===== config.mk =====
export PLATFORM = sky130hd
export DESIGN_NAME = pattern_event_logger
export DESIGN_NICKNAME = d
export VERILOG_FILES = /design/src/rtl/pattern_evt_pkg.sv /design/src/rtl/evt_fifo.sv /design/src/rtl/pattern_event_logger.sv
export SDC_FILE = /design/constraint.sdc
export NUM_CORES = 1
export LEC_CHECK = 0
export CORE_UTILIZATION = 45
export DETAILED_ROUTE_END_ITERATION = 16
export GPL_ROUTABILITY_DRIVEN = 0
export PLACE_DENSITY_LB_ADDON = 0.2
export SYNTH_ARGS = -nofsm -noshare
export SYNTH_HDL_FRONTEND = slang
export SYNTH_SLANG_ARGS = --single-unit

===== constraint.sdc =====
create_clock -name clk -period 9 [get_ports clk]
set_input_delay 1.8 -clock clk [delete_from_list [all_inputs] [get_ports clk]]
set_output_delay 1.8 -clock clk [all_outputs]
set_load 0.05 [all_outputs]

===== src/rtl/pattern_evt_pkg.sv =====
// Shared types and default constants for the pattern event logger.
//   evt_rec_t      : one logged match {seq, pos} at the default widths
//   logger_state_t : acknowledge FSM states
package pattern_evt_pkg;

  localparam int DEF_DEPTH       = 8;
  localparam int DEF_POS_W       = 16;
  localparam int DEF_SEQ_W       = 8;
  localparam int DEF_STUCK_LIMIT = 4;

  // Record layout: sequence number in the upper bits, stream position below.
  // The FIFO stores the same {seq, pos} packing as a flat vector so that
  // non-default widths keep the identical layout.
  typedef struct packed {
    logic [DEF_SEQ_W-1:0] seq;
    logic [DEF_POS_W-1:0] pos;
  } evt_rec_t;

  typedef enum logic [1:0] {
    IDLE     = 2'd0,
    ACK      = 2'd1,
    WAIT_CLR = 2'd2
  } logger_state_t;

endpackage


===== src/rtl/evt_fifo.sv =====
// Synchronous FIFO of packed {seq, pos} match records.
//   clk, rst      : clock, asynchronous active-high reset (pointers only)
//   push, wr_data : write request and record; ignored when full unless a
//                   pop takes effect in the same cycle
//   pop           : read request; ignored when empty
//   rd_data       : head record (zero while empty), combinational
//   full, empty   : occupancy flags
module evt_fifo #(
  parameter int DEPTH = 8,
  parameter int W     = 24
) (
  input  logic         clk,
  input  logic         rst,
  input  logic         push,
  input  logic [W-1:0] wr_data,
  input  logic         pop,
  output logic [W-1:0] rd_data,
  output logic         full,
  output logic         empty
);

  localparam int AW = $clog2(DEPTH);

  // One extra pointer bit separates the full case from the empty case.
  logic [AW:0]  wr_ptr;
  logic [AW:0]  rd_ptr;
  logic [W-1:0] mem [DEPTH];
  logic         do_push;
  logic         do_pop;

  assign empty   = (wr_ptr == rd_ptr);
  assign full    = (wr_ptr[AW] != rd_ptr[AW]) && (wr_ptr[AW-1:0] == rd_ptr[AW-1:0]);
  assign do_pop  = pop && !empty;
  // A pop in the same cycle frees the slot, so a push at full still lands.
  assign do_push = push && (!full || do_pop);
  // Masked while empty so stale storage never shows on the read port.
  assign rd_data = empty ? '0 : mem[rd_ptr[AW-1:0]];

  always_ff @(posedge clk or posedge rst) begin
    if (rst) begin
      wr_ptr <= '0;
      rd_ptr <= '0;
    end else begin
      if (do_push) wr_ptr <= wr_ptr + (AW+1)'(1);
      if (do_pop)  rd_ptr <= rd_ptr + (AW+1)'(1);
    end
  end

  always_ff @(posedge clk) begin
    if (do_push) mem[wr_ptr[AW-1:0]] <= wr_data;
  end

endmodule


===== src/rtl/pattern_event_logger.sv =====
// Consumes found_pattern from a pattern detector, returns a one-cycle ack,
// and logs each match as a {sequence number, stream position} record.
//   clk, reset_sync    : clock, asynchronous active-high reset
//   found_pattern, ack : detector handshake (flag held until acked)
//   rd_en, rd_valid,
//   rd_seq, rd_pos     : record readout
//   match_count        : matches since reset (wraps)
//   overflow, stuck_err: sticky error flags, cleared by clear_err
//   state_dbg          : current FSM state (logger_state_t encoding)
//
// Readout handshake: rd_valid means a record is presented on rd_seq/rd_pos;
// the record is consumed on a rising edge where rd_valid && rd_en. rd_en with
// rd_valid low has no effect. Presented data stays stable until consumed.
module pattern_event_logger
  import pattern_evt_pkg::*;
#(
  parameter int DEPTH       = DEF_DEPTH,
  parameter int POS_W       = DEF_POS_W,
  parameter int SEQ_W       = DEF_SEQ_W,
  parameter int STUCK_LIMIT = DEF_STUCK_LIMIT
) (
  input  logic             clk,
  input  logic             reset_sync,
  input  logic             found_pattern,
  output logic             ack,
  input  logic             rd_en,
  output logic             rd_valid,
  output logic [SEQ_W-1:0] rd_seq,
  output logic [POS_W-1:0] rd_pos,
  output logic [SEQ_W-1:0] match_count,
  output logic             overflow,
  output logic             stuck_err,
  input  logic             clear_err,
  output logic [1:0]       state_dbg
);

  localparam int SW    = $clog2(STUCK_LIMIT + 1);
  localparam int REC_W = SEQ_W + POS_W;

  logger_state_t    state;
  logger_state_t    state_next;
  logic [SW-1:0]    stuck_cnt;
  logic [SW-1:0]    stuck_cnt_next;
  logic             push;
  logic             stuck_hit;
  logic             drop;
  logic [POS_W-1:0] pos;
  logic [SEQ_W-1:0] count;
  logic             fifo_full;
  logic             fifo_empty;
  logic [REC_W-1:0] head;

  // FSM: state register
  always_ff @(posedge clk or posedge reset_sync) begin
    if (reset_sync) begin
      state     <= IDLE;
      stuck_cnt <= '0;
    end else begin
      state     <= state_next;
      stuck_cnt <= stuck_cnt_next;
    end
  end

  // FSM: next state. A match is accepted only in IDLE; the flag is ignored
  // during ACK. If it never drops in WAIT_CLR we give up after STUCK_LIMIT
  // cycles and the still-high flag is taken as a fresh match from IDLE.
  always_comb begin
    state_next     = state;
    stuck_cnt_next = stuck_cnt;
    push           = 1'b0;
    stuck_hit      = 1'b0;
    case (state)
      IDLE: begin
        if (found_pattern) begin
          push       = 1'b1;
          state_next = ACK;
        end
      end
      ACK: begin
        state_next     = WAIT_CLR;
        stuck_cnt_next = '0;
      end
      WAIT_CLR: begin
        if (!found_pattern) begin
          state_next = IDLE;
        end else if (stuck_cnt == SW'(STUCK_LIMIT - 1)) begin
          stuck_hit  = 1'b1;
          state_next = IDLE;
        end else begin
          stuck_cnt_next = stuck_cnt + SW'(1);
        end
      end
      default: state_next = IDLE;
    endcase
  end

  // FSM: outputs, decoded from the registered state only
  always_comb begin
    ack       = (state == ACK);
    state_dbg = state;
  end

  // Stream position and match counter
  always_ff @(posedge clk or posedge reset_sync) begin
    if (reset_sync) begin
      pos   <= '0;
      count <= '0;
    end else begin
      pos <= pos + POS_W'(1);
      if (push) count <= count + SEQ_W'(1);
    end
  end

  // A record is lost only when full with no pop to make room.
  assign drop = push && fifo_full && !rd_en;

  // Sticky error flags; a set in the same cycle beats clear_err.
  always_ff @(posedge clk or posedge reset_sync) begin
    if (reset_sync) begin
      overflow  <= 1'b0;
      stuck_err <= 1'b0;
    end else begin
      if (drop)           overflow <= 1'b1;
      else if (clear_err) overflow <= 1'b0;
      if (stuck_hit)      stuck_err <= 1'b1;
      else if (clear_err) stuck_err <= 1'b0;
    end
  end

  evt_fifo #(
    .DEPTH (DEPTH),
    .W     (REC_W)
  ) u_fifo (
    .clk     (clk),
    .rst     (reset_sync),
    .push    (push),
    .wr_data ({count, pos}),
    .pop     (rd_en),
    .rd_data (head),
    .full    (fifo_full),
    .empty   (fifo_empty)
  );

  assign rd_valid    = !fifo_empty;
  assign rd_seq      = head[REC_W-1:POS_W];
  assign rd_pos      = head[POS_W-1:0];
  assign match_count = count;

endmodule


==> impl_metrics.csv, run 1 <==
group,metric,value,unit
status,outcome,"finished, final reports clean",
timing,min_period,5.37,ns
power,p_int,2.46,mW
logic_synthesis,synthAdderAreaFrac,0.812,%
power,ir_drop,0.207,mV
critical_path,required,7.20,ns
power,power.density,363,nW/um^2
timing,hold_viol,0,
timing,fmax,186,MHz
routing,route.detailed.drc,0,
routing,viasPerCell,5.38,
timing,finalSetupViolations,0,
floorplanning,die_w,145,um
routing,drt-total-wl,17100,um
clock_network,cts_tree,"done",
critical_path,crit_type,"reg2out",
critical_path,reg2reg_depth,5,
routing,postRouteAntennaNets,0,
floorplanning,die_area,21100,um^2
finish,layout-drive-gt1-share,21.0,%
critical_path,path_cells,"xnor2_4 -> and4_1 -> buf_4 -> nor2_1 -> clkdlybuf4s50_1",
global_routing,grt_overflow,0,
critical_path,worstSetupEndpointType,"primary output",
timing,period_share,59.7,%
routing,routedWlPerCell,21.0,um
power,p_switching,1.43,mW
finish,postLayoutCellArea,10700,um^2
global_routing,top_usage_layer,"met2",
min_path,min_path_cells,2,
power,clkPwrFrac,23.5,%
logic_synthesis,synth_area,9250,um^2
global_routing,grt_util_all_layers,16.8,%
timing,worstMarginPinSlew,1.11,ns
finish,area_growth,15.9,%
global_routing,met3_usage,2.41,%
timing,rsz0062_at_grt,"no",
critical_path,r2r_slack,6.00,ns
logic_synthesis,synth.distinct_cells,42,
logic_synthesis,synth-seq-area-share,72.9,%
critical_path,cp.arrival,3.57,ns
clock_network,post_cts_buffers,0,
power,pwr-share-comb,36.7,%
min_path,min_path_type,"reg2reg",
min_path,min_to,"stuck_err$_DFFE_PP0P_",
logic_synthesis,yosys.area_share.simple,4.64,%
global_routing,antenna_found_initial,0,
place,placedInstanceArea,10000,um^2
logic_synthesis,syn_nets,486,
global_routing,grt_pass1_wl,26800,um
floorplanning,fp.dieH,145,um
critical_path,worstPathMaxFanout,52,
clock_network,clock_latency,0.50,ns
critical_path,slowest_delay,1.16,ns
routing,vias,4400,
power,seqPwrFrac,39.8,%
critical_path,r2r_start,"u_fifo.rd_ptr[0]$_DFFE_PP0P_",
timing,skew,0.0155,ns
critical_path,critPathBufInv,2,
finish,fin_cells,818,
global_routing,gr-usage-met1,23.8,%
clock_network,cts-resized-gates,0,
critical_path,startpoint_type,"flip-flop",
finish,multiInputGateArea,2350,um^2
global_routing,grt_max_degree,53,
critical_path,r2r-end,"u_fifo.mem[2][13]$_DFFE_PP_",
clock_network,cts_made_buffers,22,
routing,drt_iter0_drc,307,
floorplanning,initial_utilization,45.9,%
finish,register_area,6750,um^2
clock_network,htree_levels,1,
logic_synthesis,synth-seq-cells,231,
critical_path,cp_top_family,"flip-flops",
floorplanning,core_area,20200,um^2
logic_synthesis,synth_top_family_by_area,"multiplexers",
place,io_buffers,42,
clock_network,clk_pin_slew_worst_paths,0.06,ns
critical_path,cp_slowest_cell,"dfrtp_4",
logic_synthesis,yosysWarnings,0,
place,dpl_worst_slack,4.00,ns
floorplanning,io_pins,43,
clock_network,clockBufferDepth,3,
timing,fin_ws,3.63,ns
timing,slew_violations,0,
global_routing,grt_pass1_vias,4663,
finish,fillers,1645,
clock_network,cts_sinks,231,
logic_synthesis,synth-xor-area-share,3.42,%
place,dp_cells,778,
routing,drtPass1Iterations,4,
finish,diodes,0,
floorplanning,row_count,52,
global_routing,grt_util_met2,27.4,%
finish,finish.net_count,543,
min_path,hp-start,"stuck_err$_DFFE_PP0P_",
logic_synthesis,syn_inst,475,
run,maxCapViolCount,0,
power,netSwitchingFraction,36.8,%
power,p_leak,3.74,nW
logic_synthesis,synth_mux_area_share,14.7,%
clock_network,cts-root-buf,"clkbuf_16",
place,hpwl,9630,um
logic_synthesis,synth_compound_area_share,1.24,%
clock_network,cts.hold.buffers_added,0,
logic_synthesis,avgSynthCellArea,19.5,um^2
timing,finalSetupTns,0,ns
timing,relSlewSlack,26.2,%
worst reg2reg max path, cell delays in order (launching register included):
cell	delay, ns
dfrtp_4	1.16
xnor2_4	0.11
nand3_2	0.17
o21ai_4	0.15
nor4b_2	0.65
buf_4	0.43
routing by layer:
layer / wire, um / vias to the layer above
li1: - / 1981
met1: 7890 / 2324
met2: 8370 / 72
met3: 612 / 23
met4: 273 / 0
met5: 0 / -
state kept, by name, summed over array words and instances, names as in the netlist:
name	cells
u_fifo.mem	192
pos	16
match_count	8
u_fifo.rd_ptr	4
u_fifo.wr_ptr	4
stuck_cnt	3
state_dbg	2
overflow	1
stuck_err	1
cells in the mapped netlist, drive strengths merged:
master | n | area, um^2
nand2b | 3 | 18.8
nand4b | 1 | 8.76
o31ai | 1 | 7.51
nor2 | 31 | 116
nor4b | 3 | 26.3
inv | 9 | 33.8
nor3b | 1 | 12.5
mux2i | 24 | 240
o211ai | 1 | 7.51
nor3 | 6 | 30.0
and4 | 3 | 26.3
nor4bb | 1 | 10.0
a21oi | 2 | 13.8
nand4 | 6 | 37.5
nor4 | 2 | 12.5
buf | 23 | 176
clkbuf | 1 | 3.75
edfxtp | 192 | 5770
and3 | 3 | 18.8
a21o | 1 | 7.51
a22o | 3 | 26.3
mux2 | 3 | 37.5
nand3 | 9 | 50.1
o21ai | 5 | 36.3
nand2 | 13 | 48.8
o21bai | 1 | 7.51
nor2b | 2 | 12.5
xor2 | 11 | 96.3
a211o | 1 | 8.76
xnor2 | 20 | 220
ha | 6 | 75.1
mux4 | 48 | 1080
dfrtp | 39 | 976
area by class of cell:
cell class / instances / share of cell area [%]
flip-flops and latches: 231 / 62.9
well taps: 270 / 3.15
multi-input cells: 211 / 21.9
repair buffers: 57 / 4.97
clock buffers: 31 / 5.93
clock inverters: 9 / 0.852
inverters: 9 / 0.315
cells by family after synthesis:
family | Yosys count
flops | 231
simple gates | 84
mux | 75
buf+inv | 33
xor+xnor | 31
compound gates | 15
fa+ha+maj | 6
worst max path at each step:
stage	startpoint	endpoint	slack (ns)	cells past startpoint
final	u_fifo.rd_ptr[0]$_DFFE_PP0P_	rd_pos[0]	3.63	5
after global routing	u_fifo.rd_ptr[0]$_DFFE_PP0P_	rd_pos[11]	3.34	5
after CTS	u_fifo.rd_ptr[0]$_DFFE_PP0P_	rd_pos[0]	3.47	5
after global placement	u_fifo.rd_ptr[0]$_DFFE_PP0P_	rd_pos[0]	4.07	5
after detailed placement	u_fifo.rd_ptr[0]$_DFFE_PP0P_	rd_pos[0]	4.00	5
after floorplan	found_pattern	u_fifo.mem[1][0]$_DFFE_PP_	3.72	4
through the flow:
step | power [mW] | utilization [%] | hold slack [ns]
after floorplan | 2.60 | - | 0.496
after global placement | 3.01 | 49.6 | 0.518
after detailed placement | 3.03 | 49.6 | 0.519
after CTS | 3.95 | 53.2 | 0.543
after global routing | 4.07 | 53.2 | 0.564
final | 3.90 | 53.2 | 0.537
cells in the final DEF (no fill, tap or decap), types with 11 or more instances in the layout:
cell type        count
mux4_2              48
clkdlybuf4s50_1     42
mux2i_1             24
dfrtp_1             36
nor2_1              31
xnor2_1             17
nand2_1             13
clkbuf_16           23
xor2_1              11
buf_4               15
edfxtp_1           192
power groups by stage:
| stage | Sequential, mW | Clock (mW) | Combinational [mW] |
|---|---|---|---|
| 2_1_floorplan | 1.46 | 0 | 1.14 |
| 5_1_grt | 1.58 | 0.982 | 1.51 |
| 3_5_place_dp | 1.58 | 0 | 1.45 |
| 3_3_place_gp | 1.57 | 0 | 1.44 |
| 4_1_cts | 1.56 | 0.937 | 1.45 |
| 6_report | 1.55 | 0.917 | 1.43 |
No activity file was read; power rests on OpenSTA's default activity.
==> inputs of run 2 (changes only) <==
==> constraint.sdc (replaced) <==
create_clock -name clk -period 5.1 [get_ports clk]
set_input_delay 1.02 -clock clk [delete_from_list [all_inputs] [get_ports clk]]
set_output_delay 1.02 -clock clk [all_outputs]
set_load 0.05 [all_outputs]
==> impl_metrics.csv, run 2 (synthesis gave the netlist of run 1 again) <==
group,metric,value,unit
critical_path,r2r_slack,2.50,ns
floorplanning,die_w,145,um
finish,diodes,0,
clock_network,post_cts_buffers,0,
critical_path,r2r-end,"u_fifo.mem[3][14]$_DFFE_PP_",
timing,slew_violations,0,
floorplanning,die_area,21100,um^2
critical_path,required,4.08,ns
status,outcome,"finished, final reports clean",
power,p_leak,3.74,nW
power,pwr-share-comb,40.2,%
place,hpwl,10200,um
floorplanning,row_count,52,
min_path,min_path_cells,2,
critical_path,crit_type,"reg2out",
finish,final_cell_mix,"edfxtp_1, mux4_2, clkdlybuf4s50_1",
critical_path,r2r_start,"u_fifo.wr_ptr[0]$_DFFE_PP0P_",
routing,drt-total-wl,17800,um
power,seqPwrFrac,38.0,%
power,p_switching,2.55,mW
clock_network,clockBufferDepth,3,
timing,fmax,243,MHz
finish,mostFrequentLayoutCell,"edfxtp_1",
min_path,min_to,"stuck_err$_DFFE_PP0P_",
global_routing,antenna_found_initial,0,
min_path,hp-start,"stuck_err$_DFFE_PP0P_",
clock_network,cts.hold.buffers_added,0,
timing,rsz0062_at_grt,"no",
routing,wl_met2,8680,um
power,power.total,6.78,mW
critical_path,worstSetupEndpointType,"primary output",
power,netSwitchingFraction,37.6,%
routing,vias,4448,
power,clkPwrFrac,21.8,%
clock_network,cts-resized-gates,0,
critical_path,startpoint,"u_fifo.wr_ptr[0]$_DFFE_PP0P_",
clock_network,htree_levels,1,
global_routing,grt_max_degree,52,
clock_network,cts_made_buffers,23,
routing,route.detailed.drc,0,
finish,finish.net_count,551,
finish,area_growth,15.9,%
critical_path,reg2reg_depth,5,
timing,fin_hold_ws,0.530,ns
routing,postRouteAntennaNets,0,
routing,drt_iter0_drc,426,
critical_path,startpoint_type,"flip-flop",
timing,min_period,4.11,ns
routing,viasPerCell,5.38,
global_routing,grt_pass1_wl,27400,um
floorplanning,initial_utilization,45.9,%
power,power.density,633,nW/um^2
power,ir_drop,0.443,mV
routing,routedWlPerCell,21.5,um
timing,hold_viol,0,
clock_network,clk_pin_slew_worst_paths,0.06,ns
timing,relSlewSlack,47.5,%
global_routing,grt_util_all_layers,17.4,%
clock_network,cts-root-buf,"clkbuf_16",
floorplanning,fp.dieH,145,um
timing,finalSetupViolations,0,
timing,worstMarginPinSlew,0.787,ns
min_path,min_path_type,"reg2reg",
clock_network,clock_latency,0.50,ns
timing,skew,0.00732,ns
timing,finalSetupTns,0,ns
routing,wl_met3,755,um
power,p_int,4.23,mW
finish,layout-drive-gt1-share,20.8,%
global_routing,grt_pass1_vias,4472,
finish,largest_register_ffs,192,
global_routing,grt_overflow,0,
floorplanning,core_area,20200,um^2
finish,finalCoreUtilization,53.1,%
timing,period_share,80.6,%
place,io_buffers,42,
routing,drtPass1Iterations,5,
routing,maxUsedRoutingLayer,"met4",
routing,m1WireLength,8100,um
run,maxCapViolCount,0,
floorplanning,io_pins,43,
critical_path,cp.arrival,3.09,ns
clock_network,cts_sinks,231,
clock_network,cts_tree,"done",
critical_path,worstPathMaxFanout,16,
[run 2: changes by cell type in the layout (fill, tap and decap cells not counted), sizes merged]
cell,before,now
clkinv,8,12
buf,15,22
inv,8,9
clkbuf,31,30
bufinv,2,0
[run 2: metrics by stage]
step	setup slack [ns]	std cells	instance area [um^2]
after global routing	0.851	827	10700
after detailed placement	1.50	785	10100
after CTS	0.942	827	10700
after global placement	1.50	785	10100
final	0.991	827	10700
after floorplan	0.597	475	9250
[run 2: power by group through the flow]
stage          combinational, mW  clock, mW  sequential, mW
2_1_floorplan               2.01          0            2.58
3_3_place_gp                2.75          0            2.60
3_5_place_dp                2.76          0            2.62
4_1_cts                     2.77       1.52            2.58
5_1_grt                     2.89       1.59            2.61
6_report                    2.73       1.48            2.57
[run 2: layout make-up]
| class | instances | area [um^2] |
|---|---|---|
| clock buffer | 30 | 602 |
| clock inverter | 12 | 52.6 |
| fill | 1632 | 9450 |
| inverter | 9 | 33.8 |
| multi-input combinational | 211 | 2350 |
| sequential | 231 | 6750 |
| tap | 270 | 338 |
| timing repair buffer | 64 | 598 |
[run 2: worst max path at each step]
stage / to / slack, ns / cells past startpoint
finish: rd_pos[0] / 0.99 / 5
global route: rd_pos[7] / 0.85 / 5
CTS: rd_pos[0] / 0.94 / 5
detailed placement: rd_pos[8] / 1.50 / 5
global placement: rd_seq[7] / 1.50 / 5
floorplan: u_fifo.mem[1][0]$_DFFE_PP_ / 0.60 / 4
[run 2: critical path, stage by stage, from the launching register on]
cell and delay (ns):
dfrtp_1 0.70, xnor2_4 0.19, and4_1 0.50, buf_4 0.36, nor2_1 0.11, clkdlybuf4s50_1 0.71
[run 2: layer usage]
metal,up-vias,GRT usage [%]
met5,-,0
met4,0,4.95
met2,100,27.5
li1,1998,-
met1,2326,25.4
met3,24,2.57
